--- config.mk ---
export PLATFORM = sky130hd
export DESIGN_NAME = ushift_reg
export DESIGN_NICKNAME = d
export VERILOG_FILES = /design/src/rtl/ushift_reg.sv
export SDC_FILE = /design/constraint.sdc
export NUM_CORES = 1
export LEC_CHECK = 0
export BUFFER_PORTS_ARGS = -buffer_cell sky130_fd_sc_hd__buf_2
export CAP_MARGIN = 20
export CORE_UTILIZATION = 35
export DETAILED_ROUTE_END_ITERATION = 12
export SLEW_MARGIN = 0
export SYNTH_ARGS = -nofsm -noshare
export SYNTH_HDL_FRONTEND = slang
export SYNTH_SLANG_ARGS = --single-unit
--- constraint.sdc ---
create_clock -name clk -period 4.1 [get_ports clk]
set_clock_uncertainty 0.2 [all_clocks]
set_input_delay 0.615 -clock clk [delete_from_list [all_inputs] [get_ports clk]]
set_output_delay 0.615 -clock clk [all_outputs]
set_load 0.1 [all_outputs]
--- src/rtl/ushift_reg.sv ---
// ushift_reg: universal shift register with an automatic n-position shift sequencer.
// Define USHIFT_REG_ROTATE_EN to refill with the ejected bit (rotate) instead of sin.
module ushift_reg #(
  parameter int SIZE = 8,
  parameter int CNTW = 4
) (
  input  logic            clk,
  input  logic            reset,
  input  logic [1:0]      op,
  input  logic [SIZE-1:0] dt,
  input  logic            sin,
  input  logic            start,
  input  logic            dir,
  input  logic [CNTW-1:0] n,
  output logic [SIZE-1:0] Q,
  output logic            sout,
  output logic            busy,
  output logic            done,
  output logic            zero
);
`ifdef USHIFT_REG_ROTATE_EN
  localparam bit ROT = 1'b1;
`else
  localparam bit ROT = 1'b0;
`endif
  typedef enum logic [1:0] {IDLE, RUN, DONE} state_t;
  state_t state, state_nx;
  logic [CNTW-1:0] cnt, cnt_nx;
  logic ldir, dir_nx, act_dir, fill;
  logic [SIZE-1:0] q_nx, shl, shr;
  // Outside RUN the direction comes from the op about to be applied
  assign act_dir = (state == RUN) ? ldir : (op == 2'b10);
  assign sout = act_dir ? Q[0] : Q[SIZE-1];
  assign fill = ROT ? sout : sin;
  assign shl = {Q[SIZE-2:0], fill};
  assign shr = {fill, Q[SIZE-1:1]};
  assign busy = (state == RUN);
  assign done = (state == DONE);
  assign zero = (Q == '0);
  always_comb begin
    state_nx = state;
    q_nx = Q;
    cnt_nx = cnt;
    dir_nx = ldir;
    case (state)
      IDLE:
        if (start) begin
          dir_nx = dir;
          cnt_nx = n;
          state_nx = (n == '0) ? DONE : RUN;
        end else
          q_nx = (op == 2'b01) ? shl : (op == 2'b10) ? shr : (op == 2'b11) ? dt : Q;
      RUN: begin
        q_nx = ldir ? shr : shl;
        cnt_nx = cnt - 1'b1;
        state_nx = (cnt == CNTW'(1)) ? DONE : RUN;
      end
      default: state_nx = IDLE;
    endcase
  end
  always_ff @(posedge clk)
    if (reset) begin
      state <= IDLE;
      Q <= '0;
      cnt <= '0;
      ldir <= 1'b0;
    end else begin
      state <= state_nx;
      Q <= q_nx;
      cnt <= cnt_nx;
      ldir <= dir_nx;
    end
endmodule

After elaboration in Yosys (flattened, before gate mapping). Index checks and enable logic that the tools add are counted.

$add $sub $neg: 1. Equality and inequality tests: 9. Mux-type cells: 14. Reductions and logical operators: 7.

Operators by type and width (number): 2-to-1 mux 8 bit (5); case mux 8 bit (2 select lines) (1); zero test 8 bit (1); case mux 4 bit (2 select lines) (1); equality test 2 bit (second input constant) (3); 2-to-1 mux 2 bit (3); equality test 2 x 1 -> 1 bit (second input constant) (2); equality test 4 x 1 -> 1 bit (second input constant) (1); zero test 4 bit (1); 2-to-1 mux 4 bit (1); inequality test 2 bit (second input constant) (2); inequality test 4 bit (second input constant) (1); case mux 2 bit (2 select lines) (1); AND reduction 2 bit (2); subtractor 4 x 1 -> 4 bit (second input constant) (1); AND reduction 3 bit (1); zero test 2 bit (1); 2-to-1 mux 1 bit (2); nonzero test 2 bit (1).

Register bits after elaboration: 15. Bits of input ports: 19. Output and inout port bits: 12. Logic and storage cells: 35.

Logic depth before layout (Yosys ltp). Gate-level depths: netlist of the first run.

Depth in word-level cells: 6. Mapped depth: 6. Depth with buffers taken out: 5.

Worst setup path after synthesis of the first run. Ideal clock, no wire load.

Kind: register to output. Start point: register Q[6]. End point: output zero. Arrival time: 2.591 ns. Data required time: 3.285 ns. Setup slack: 0.694 ns. Cell stages (with the launch flop): 3. Path buffers: 0. Path through: dfxtp_1 -> or4_1 -> nor2_1.

Longest elaborated chain between the ends: 1.

RTL lines: start: declaration (RTL line 15) `output logic [SIZE-1:0] Q,`; start signal: assignment (RTL line 69) `Q <= q_nx;`; zero test 8 bit (RTL line 39) `assign zero = (Q == '0);`; end: declaration (RTL line 19) `output logic zero`.

No other way between the ends.

Worst setup path after layout of the first run.
Start point: register state[1]. End point: output sout.

Longest elaborated chain between the ends: 3.

RTL lines: start: declaration (RTL line 27) `state_t state, state_nx;`; start signal: assignment (RTL line 68) `state <= state_nx;`; equality test 2 x 1 -> 1 bit (RTL line 32) `assign act_dir = (state == RUN) ? ldir : (op == 2'b10);`; 2-to-1 mux 1 bit (RTL line 32); 2-to-1 mux 1 bit (RTL line 33) `assign sout = act_dir ? Q[0] : Q[SIZE-1];`; end: declaration (RTL line 16) `output logic sout,`.

No other way between the ends.

==> qor.yml, run 1 <==
outcome:
  outcome: "completed"
global_route:
  overflow: 0
  grt_pass1_vias: 1048
  grt_max_degree: 22
  antenna_found_initial: 0
  grtUsageTotal: 0.176
  grt_pass1_wl_um: 4790
floorplan:
  dieArea_um2: 3610
  pin_count: 31
  dieHeight_um: 60.1
  rows: 20
  die_x_um: 60.1
  initial_utilization: 0.378
  design.core.area_um2: 3130
synth:
  synth_area_um2: 1180
  synth_top_area_share: 0.254
  async_flop_share: 0
  synth_common_cells: "mux2i_1 (17), nor2_1 (16), dfxtp_1 (15)"
  synth.net_count: 160
  syn_inst: 139
  syn_avg_cell_area_um2: 8.50
  yosys-top-cells-area: "dfxtp_1 (25%), mux2i_1 (14%), mux2_2 (7.6%), a21oi_2 (5.9%), o2111ai_1 (5.9%)"
  synth_edf_count: 0
  synth_top_cell_by_area: "dfxtp_1"
  synth.distinct_cells: 33
  yosysSeqAreaShare: 0.254
  ys_ff_latch: 15
  synth.yosys.warnings: 0
  synth_top_flop_cell: "dfxtp_1"
  synth_most_common_cell: "mux2i_1"
final_layout:
  drive_gt1_frac: 0.340
  syn2layout_area_growth_pct: 12.7
  seq_area_um2: 300
  multi_input_area_um2: 785
  fin_util: 0.426
  antenna_cells: 0
  fin_nets: 184
  fillers: 323
detailed_routing:
  ant_nets: 0
  dr.pass1.iters: 4
  wirelength_um: 2850
  drtIter0Drc: 53
  wire_per_inst_um: 13.8
  via_count: 1108
  post-route-drc-count: 0
  vias_per_cell: 5.38
power:
  vdd.ir_drop.worst_v: 0.000136
  p_per_area_nw_per_um2: 392
  power.leakage_nw: 0.559
setup_path:
  cp.required_ns: 3.28
  arrival_ns: 2.25
  cp_max_fo: 21
  endpoint_kind: "output pin"
  start_kind: "flop"
  path_class: "flop to output pin"
timing:
  whs_ns: 0.303
  slew_viol_final: 0
  relSlewSlack: 0.635
  setup_viol: 0
  finalCritPeriodShare: 0.746
  max_freq_mhz: 327
  min_period_ns: 3.06
  tns_ns: 0
  rsz0062_at_grt: "false"
  worst_pin_slew_ns: 0.544
  hold_violations: 0
clock_tree:
  cts_root_buf: "clkbuf_4"
  cts_tree: "built"
  numCtsBuffers: 3
  worst_skew_pair.late_latency_ns: 0.28
  cts_hold_buf: 0
  cts_buffer_depth: 2
  cts.clk_slew.worst_paths_ns: 0.09
  htreeDepth: 1
  cts_setup_buffers: 0
  ctsResizeCount: 0
  cts_sinks: 15
run:
  max_cap_violations: 0
placed_design:
  gp_congestion: 0.777
  io_buffers: 30
  hpwl_um: 2130
hold_path:
  hold_class: "flop to flop"
[power by group]
part           switching, W  total (W)  leakage (nW)  internal [W]
registers         0.0000293   0.000191         0.124      0.000162
logic              0.000179   0.000247         0.420     0.0000675
clock network     0.0000466  0.0000843        0.0150     0.0000377
[through the flow]
step	power, W	instances	setup slack, ns	instance area [um2]
2_1_floorplan	0.000401	139	0.694	1180
3_3_place_gp	0.000437	202	1.38	1310
3_5_place_dp	0.000441	202	1.38	1310
4_1_cts	0.000526	206	1.04	1330
5_1_grt	0.000555	206	0.895	1330
6_report	0.000522	206	1.04	1330
[final timing paths]
| path | startpoint | cells after the start | slack [ns] | endpoint |
|---|---|---|---|---|
| worst max-delay path | state[1] | 6 | 1.04 | sout |
| worst min-delay path | cnt[3] | 2 | 0.30 | cnt[3] |
| worst max register to register | state[0] | 4 | 2.12 | Q[1] |
| worst min register to register | cnt[3] | 2 | 0.30 | cnt[3] |
[sequential cells by signal, summed over array words and instances (netlist names)]
signal	flops
Q	8
cnt	4
state	2
ldir	1
[logic make-up (layout without fill, tap and decap cells)]
kind of cell / after synthesis / after routing / synth area share
AOI/OAI and AO/OA: 36 / 36 / 0.220
adders and majority gates: 2 / 2 / 0.0212
buffers and inverters: 15 / 38 / 0.0816
DFF: 15 / 15 / 0.254
muxes: 26 / 26 / 0.230
and+or+nand+nor: 45 / 45 / 0.193
[area by class of cell]
cell class              instances  area share
clock buffers                   4      0.0197
inverters                       4      0.0113
multi-input cells             109       0.589
flip-flops and latches         15       0.226
well taps                      44      0.0414
repair buffers                 30       0.113
[layer usage]
| metal | vias to the layer above | track usage | wire, um |
|---|---|---|---|
| li1 | 555 | - | - |
| met1 | 519 | 0.223 | 1250 |
| met2 | 26 | 0.286 | 1450 |
| met3 | 8 | 0.0411 | 100 |
| met4 | 0 | 0.0731 | 49 |
| met5 | - | 0 | 0 |
[cell usage in the layout (no fill, tap or decap), types with 3 or more instances in the layout]
cell / synthesis / layout
clkbuf_4: 0 / 3
a21oi_1: 12 / 12
mux2i_1: 17 / 17
inv_1: 3 / 3
buf_2: 2 / 30
o2111ai_1: 8 / 8
a21oi_2: 8 / 8
nor2_1: 16 / 16
nor3_1: 4 / 4
dfxtp_1: 15 / 15
nand2_1: 10 / 10
nor2b_1: 3 / 3
mux2_2: 8 / 8
[worst max-delay path, cell delays in order (launching register included)]
cell and delay, ns:
dfxtp_1 0.49, nand2b_2 0.45, inv_2 0.12, nor3b_1 0.20, a21oi_1 0.07, mux2_1 0.22, buf_2 0.42
Power figures use the tool's default switching activity.
==> run 2: changes to the inputs <==
Clock period 4.1 ns to 2.8 ns, I/O delays scaled along.
==> run 2 against run 1 <==
Clock power up 53%. First-iteration DRC count unchanged. Wire length up 1.9%. Setup slack worse by 0.73 ns. Global-route usage up 0.12 points. Critical path depth unchanged. Power up 49%. Combinational power up 51%. Hold slack worse by 0.13 ns. Flip-flop and latch count unchanged. Critical path type unchanged.
==> qor.yml, run 2 (synthesis results as in run 1) <==
clock_tree:
  numCtsBuffers: 3  # unchanged
  cts_root_buf: "clkbuf_4"
  ctsResizeCount: 0  # unchanged
  cts_sinks: 15  # unchanged
  cts_buffer_depth: 2  # unchanged
  cts.clk_slew.worst_paths_ns: 0.09  # about the same
  cts_setup_buffers: 0  # unchanged
  worst_skew_pair.late_latency_ns: 0.28  # about the same
  htreeDepth: 1  # unchanged
  cts_hold_buf: 0  # unchanged
  cts_tree: "built"
final_layout:
  layout_commonest_cell: "buf_2"
  final_cell_mix: "buf_2 (30), mux2i_1 (17), dfxtp_1 (15), nor2_1 (15), a21oi_1 (12)"
  fin_nets: 188  # +2.2%
  antenna_cells: 0  # unchanged
  syn2layout_area_growth_pct: 15.5
  fin_util: 0.436  # +0.0104
  reg_top3: "Q: 8 flops, cnt: 4 flops, state: 2 flops"
  fillers: 344  # +6.5%
  largest_register_ffs: 8  # unchanged
  top_register: "Q"
  drive_gt1_frac: 0.361  # +0.0219
global_route:
  grt_pass1_vias: 1042  # -0.57%
  grtUsageTotal: 0.178  # +0.00119
  antenna_found_initial: 0  # unchanged
  grt_pass1_wl_um: 4820  # +0.73%
  overflow: 0  # unchanged
  grt_max_degree: 21  # -4.5%
timing:
  min_period_ns: 2.49
  max_freq_mhz: 401
  worst_slack_ns: 0.306  # -0.734 ns
  worst_pin_slew_ns: 0.589  # +0.0447 ns
  tns_ns: 0  # unchanged
  relSlewSlack: 0.605  # -0.0299
  rsz0062_at_grt: "false"
  setup_viol: 0  # unchanged
  hold_violations: 0  # unchanged
  slew_viol_final: 0  # unchanged
  finalCritPeriodShare: 0.891
floorplan:
  die_x_um: 60.1  # unchanged
  pin_count: 31  # unchanged
  design.core.area_um2: 3130  # unchanged
  dieHeight_um: 60.1  # unchanged
  initial_utilization: 0.378  # unchanged
  dieArea_um2: 3610  # unchanged
  rows: 20  # unchanged
detailed_routing:
  via_count: 1114  # +0.54%
  dr.pass1.iters: 5  # +1
  drtIter0Drc: 53  # unchanged
  ant_nets: 0  # unchanged
  post-route-drc-count: 0  # unchanged
  vias_per_cell: 5.30  # -1.4%
  wire_per_inst_um: 13.8  # about the same
  wirelength_um: 2900  # +1.9%
setup_path:
  endpoint_kind: "output pin"
  worst-path-buf-inv: 2  # unchanged
  cp_max_fo: 9  # -57%
  path_class: "flop to output pin"
  slowest_delay_ns: 0.49  # about the same
  arrival_ns: 1.87  # -0.38 ns
  r2r_setup_slack_ns: 0.84  # -1.28 ns
  cp_slowest_cell: "dfxtp_1"
  start_kind: "flop"
  critPathTopFamily: "flip-flops"
  crit_chain: "nand2b_2, inv_2, nor3b_1, a21oi_1, mux2_1, buf_2"
  cp.required_ns: 2.18  # -1.10 ns
placed_design:
  io_buffers: 30  # unchanged
  hpwl_um: 2150  # +1.2%
  pre_cts_ws_ns: 0.616  # -0.759 ns
  gp_congestion: 0.801  # +3.0%
power:
  power.leakage_nw: 0.578  # +3.5%
  p_per_area_nw_per_um2: 570  # +45%
  vdd.ir_drop.worst_v: 0.000346  # +160%
run:
  max_cap_violations: 0  # unchanged
hold_path:
  hold_class: "input pin to flop"
outcome:
  outcome: "completed"
run 2: cell types whose count changed in the layout (fill, tap and decap cells not counted):
cell,before,now
buf_4,0,4
nor2_2,1,2
nor2_1,16,15
run 2: tightest hold or removal path: stages:
cell and delay [ns]:
buf_2 0.08, mux2i_1 0.05, nor2_1 0.07
run 2: per-stage QoR:
stage	hold WS, ns	cells	total power (W)	cell area (um2)
2_1_floorplan	0.251	139	0.000589	1180
3_3_place_gp	0.284	206	0.000647	1340
3_5_place_dp	0.291	206	0.000654	1340
4_1_cts	0.168	210	0.000784	1360
5_1_grt	0.198	210	0.000821	1360
6_report	0.170	210	0.000778	1360
run 2: path summary, 6_finish.rpt:
path | from | end | cells after the start
setup / recovery | state[1] | sout | 6
hold / removal | dir | ldir | 3
setup reg to reg | state[0] | Q[4] | 4
hold reg to reg | cnt[3] | cnt[3] | 2
run 2: area by class of cell:
class                   instances  area [um2]  share of cell area
multi-input cells             109         787               0.577
flip-flops and latches         15         300               0.220
repair buffers                 34         180               0.132
well taps                      44        55.1              0.0404
clock buffers                   4        26.3              0.0193
inverters                       4        15.0              0.0110
run 2: report_power, final:
group	leakage, nW	switching [W]	internal [W]
registers	0.124	0.0000386	0.000237
clock network	0.0150	0.0000740	0.0000553
logic	0.439	0.000268	0.000105
total	0.578	0.000381	0.000397
run 2: per-layer routing:
layer  GRT usage  share of wire  vias to the layer above
li1            -              -                      568
met1       0.221           0.46                      515
met2       0.314           0.49                       27
met3      0.0325          0.037                        4
met4      0.0399          0.014                        0
met5           0              0                        -
==> run 3: changes to the inputs <==
Settings changed: CORE_UTILIZATION 35 to 30.
Clock period 2.8 ns to 2.1 ns, I/O delays scaled along.
==> run 3 against run 2 <==
Die area grew 16%. Clock power grew 88%. Largest cell class unchanged. Critical path depth shrank 3. Power grew 51%. Design area grew 9.4%. Wire length shrank 3.7%. Sequential share of layout area shrank 1.3 points. First-iteration DRC count shrank 34%. Flip-flop and latch count is the same. Clock-buffer cell count shrank 1. Via count grew 1.4%. Sequential power grew 33%.
==> qor.yml, run 3 (synthesis results as in run 1) <==
global_route:
  grtUsageTotal: 0.144  # -0.0339
  overflow: 0  # unchanged
  grt_max_degree: 21  # unchanged
  grt_pass1_wl_um: 4720  # -2.2%
  grt_pass1_vias: 993  # -4.7%
  antenna_found_initial: 0  # unchanged
detailed_routing:
  ant_nets: 0  # unchanged
  drtIter0Drc: 35  # -34%
  vias_per_cell: 5.18  # -2.3%
  dr.pass1.iters: 5  # unchanged
  post-route-drc-count: 0  # unchanged
  wirelength_um: 2800  # -3.7%
  wire_per_inst_um: 12.8  # -7.2%
  via_count: 1130  # +1.4%
power:
  p_comb_frac: 0.481  # +0.002
  switching_power_w: 0.000529  # +39%
  clkPwrFrac: 0.206  # +0.040
  switching_share: 0.452  # -0.0374
  power.leakage_nw: 0.629  # +8.8%
  p_seq_frac: 0.313  # -0.042
  vdd.ir_drop.worst_v: 0.000239  # -31%
  p_int_w: 0.000642  # +62%
  power_w: 0.00117  # +51%
  p_per_area_nw_per_um2: 785  # +38%
timing:
  slew_viol_final: 0  # unchanged
  tns_ns: 0  # unchanged
  rsz0062_at_grt: "false"
  min_period_ns: 2.02
  setup_viol: 0  # unchanged
  whs_ns: 0.118  # -0.0516 ns
  worst_slack_ns: 0.0819  # -0.224 ns
  worst_pin_slew_ns: 0.489  # -0.0997 ns
  max_freq_mhz: 496
  relSlewSlack: 0.676  # +0.0709
  hold_violations: 0  # unchanged
  finalCritPeriodShare: 0.961
placed_design:
  gp_congestion: 0.835  # +4.3%
  io_buffers: 30  # unchanged
  hpwl_um: 2060  # -4.1%
  placed_cell_area_um2: 1430  # +6.8%
  pre_cts_ws_ns: 0.239  # -0.377 ns
final_layout:
  final_area_um2: 1490  # +9.4%
  antenna_cells: 0  # unchanged
  top_register: "Q"
  multi_input_area_um2: 803  # +2.1%
  syn2layout_area_growth_pct: 26.3
  largest_register_ffs: 8  # unchanged
  drive_gt1_frac: 0.435  # +0.0738
  fin_nets: 192  # +2.1%
  fillers: 388  # +13%
  reg_top3: "Q: 8 flops, cnt: 4 flops, state: 2 flops"
  seq_area_um2: 309  # +2.9%
  final_cell_mix: "buf_2 (27), mux2i_1 (17), nor2_1 (15)"
  layout_commonest_cell: "buf_2"
floorplan:
  pin_count: 31  # unchanged
  rows: 22  # +10%
  design.core.area_um2: 3720  # +19%
  dieArea_um2: 4190  # +16%
  initial_utilization: 0.318  # -0.0598
  dieHeight_um: 64.7  # +7.7%
  die_x_um: 64.7  # +7.7%
clock_tree:
  htreeDepth: 1  # unchanged
  numCtsBuffers: 3  # unchanged
  cts_tree: "built"
  cts_sinks: 15  # unchanged
  cts_buffer_depth: 2  # unchanged
  cts_hold_buf: 0  # unchanged
  cts.clk_slew.worst_paths_ns: 0.07  # -0.02 ns
  worst_skew_pair.late_latency_ns: 0.24  # -0.04 ns
  cts_root_buf: "clkbuf_8"
setup_path:
  path_class: "flop to output pin"
  cp.required_ns: 1.58  # -0.60 ns
  arrival_ns: 1.50  # -0.37 ns
  endpoint_kind: "output pin"
  start_kind: "flop"
  cp_max_fo: 7  # -2
hold_path:
  hold_class: "input pin to flop"
run:
  max_cap_violations: 0  # unchanged
outcome:
  outcome: "completed"
-- run 3: cell types whose count changed in the layout (fill, tap and decap cells not counted), moves of 3 or more --
cell      change
dfxtp_1       -7
buf_4         +4
dfxtp_2       +7
clkbuf_4      -3
clkbuf_8      +3
buf_12        +3
buf_2         -3
-- run 3: worst paths after layout --
| kind | endpoint | cells past startpoint | slack, ns | start |
|---|---|---|---|---|
| setup / recovery | zero | 3 | 0.08 | Q[3] |
| hold / removal | ldir | 3 | 0.12 | dir |
| setup reg to reg | Q[2] | 5 | 0.19 | state[0] |
| hold reg to reg | cnt[3] | 2 | 0.29 | cnt[3] |
-- run 3: what timing repair did --
| item | in CTS | in global routing |
|---|---|---|
| pin swaps | 0 | 0 |
| buffers inserted | 1 | 0 |
| resized for setup | 1 | 1 |
| hold endpoints to repair | 0 | 0 |
| setup endpoints to repair | 1 | 1 |
-- run 3: power groups by stage --
stage	registers [W]	clock network (W)	logic, W
6_report	0.000366	0.000242	0.000563
5_1_grt	0.000373	0.000264	0.000603
4_1_cts	0.000365	0.000244	0.000566
3_5_place_dp	0.000372	0	0.000559
3_3_place_gp	0.000372	0	0.000559
2_1_floorplan	0.000481	0	0.000318
-- run 3: critical path, stage by stage, from the launching register on --
cell and delay, ns:
dfxtp_2 0.37, or4_1 0.56, nor2_4 0.15, buf_12 0.18
-- run 3: per-layer routing --
layer | track usage | routed length (um)
met1 | 0.199 | 1390
met2 | 0.224 | 1320
met3 | 0.0194 | 70
met5 | 0 | 0
met4 | 0.0528 | 19
-- run 3: final cells by class --
type / instances / share of cell area
Clock inverter: 1 / 0.00336
Tap cell: 48 / 0.0403
Inverter: 4 / 0.0117
Multi-Input combinational cell: 109 / 0.539
Timing Repair Buffer: 38 / 0.171
Sequential cell: 15 / 0.207
Clock buffer: 3 / 0.0277
-- run 3: stage by stage --
step,utilization,cells
2_1_floorplan,-,139
3_3_place_gp,0.385,213
3_5_place_dp,0.385,213
4_1_cts,0.400,218
5_1_grt,0.401,218
6_report,0.401,218
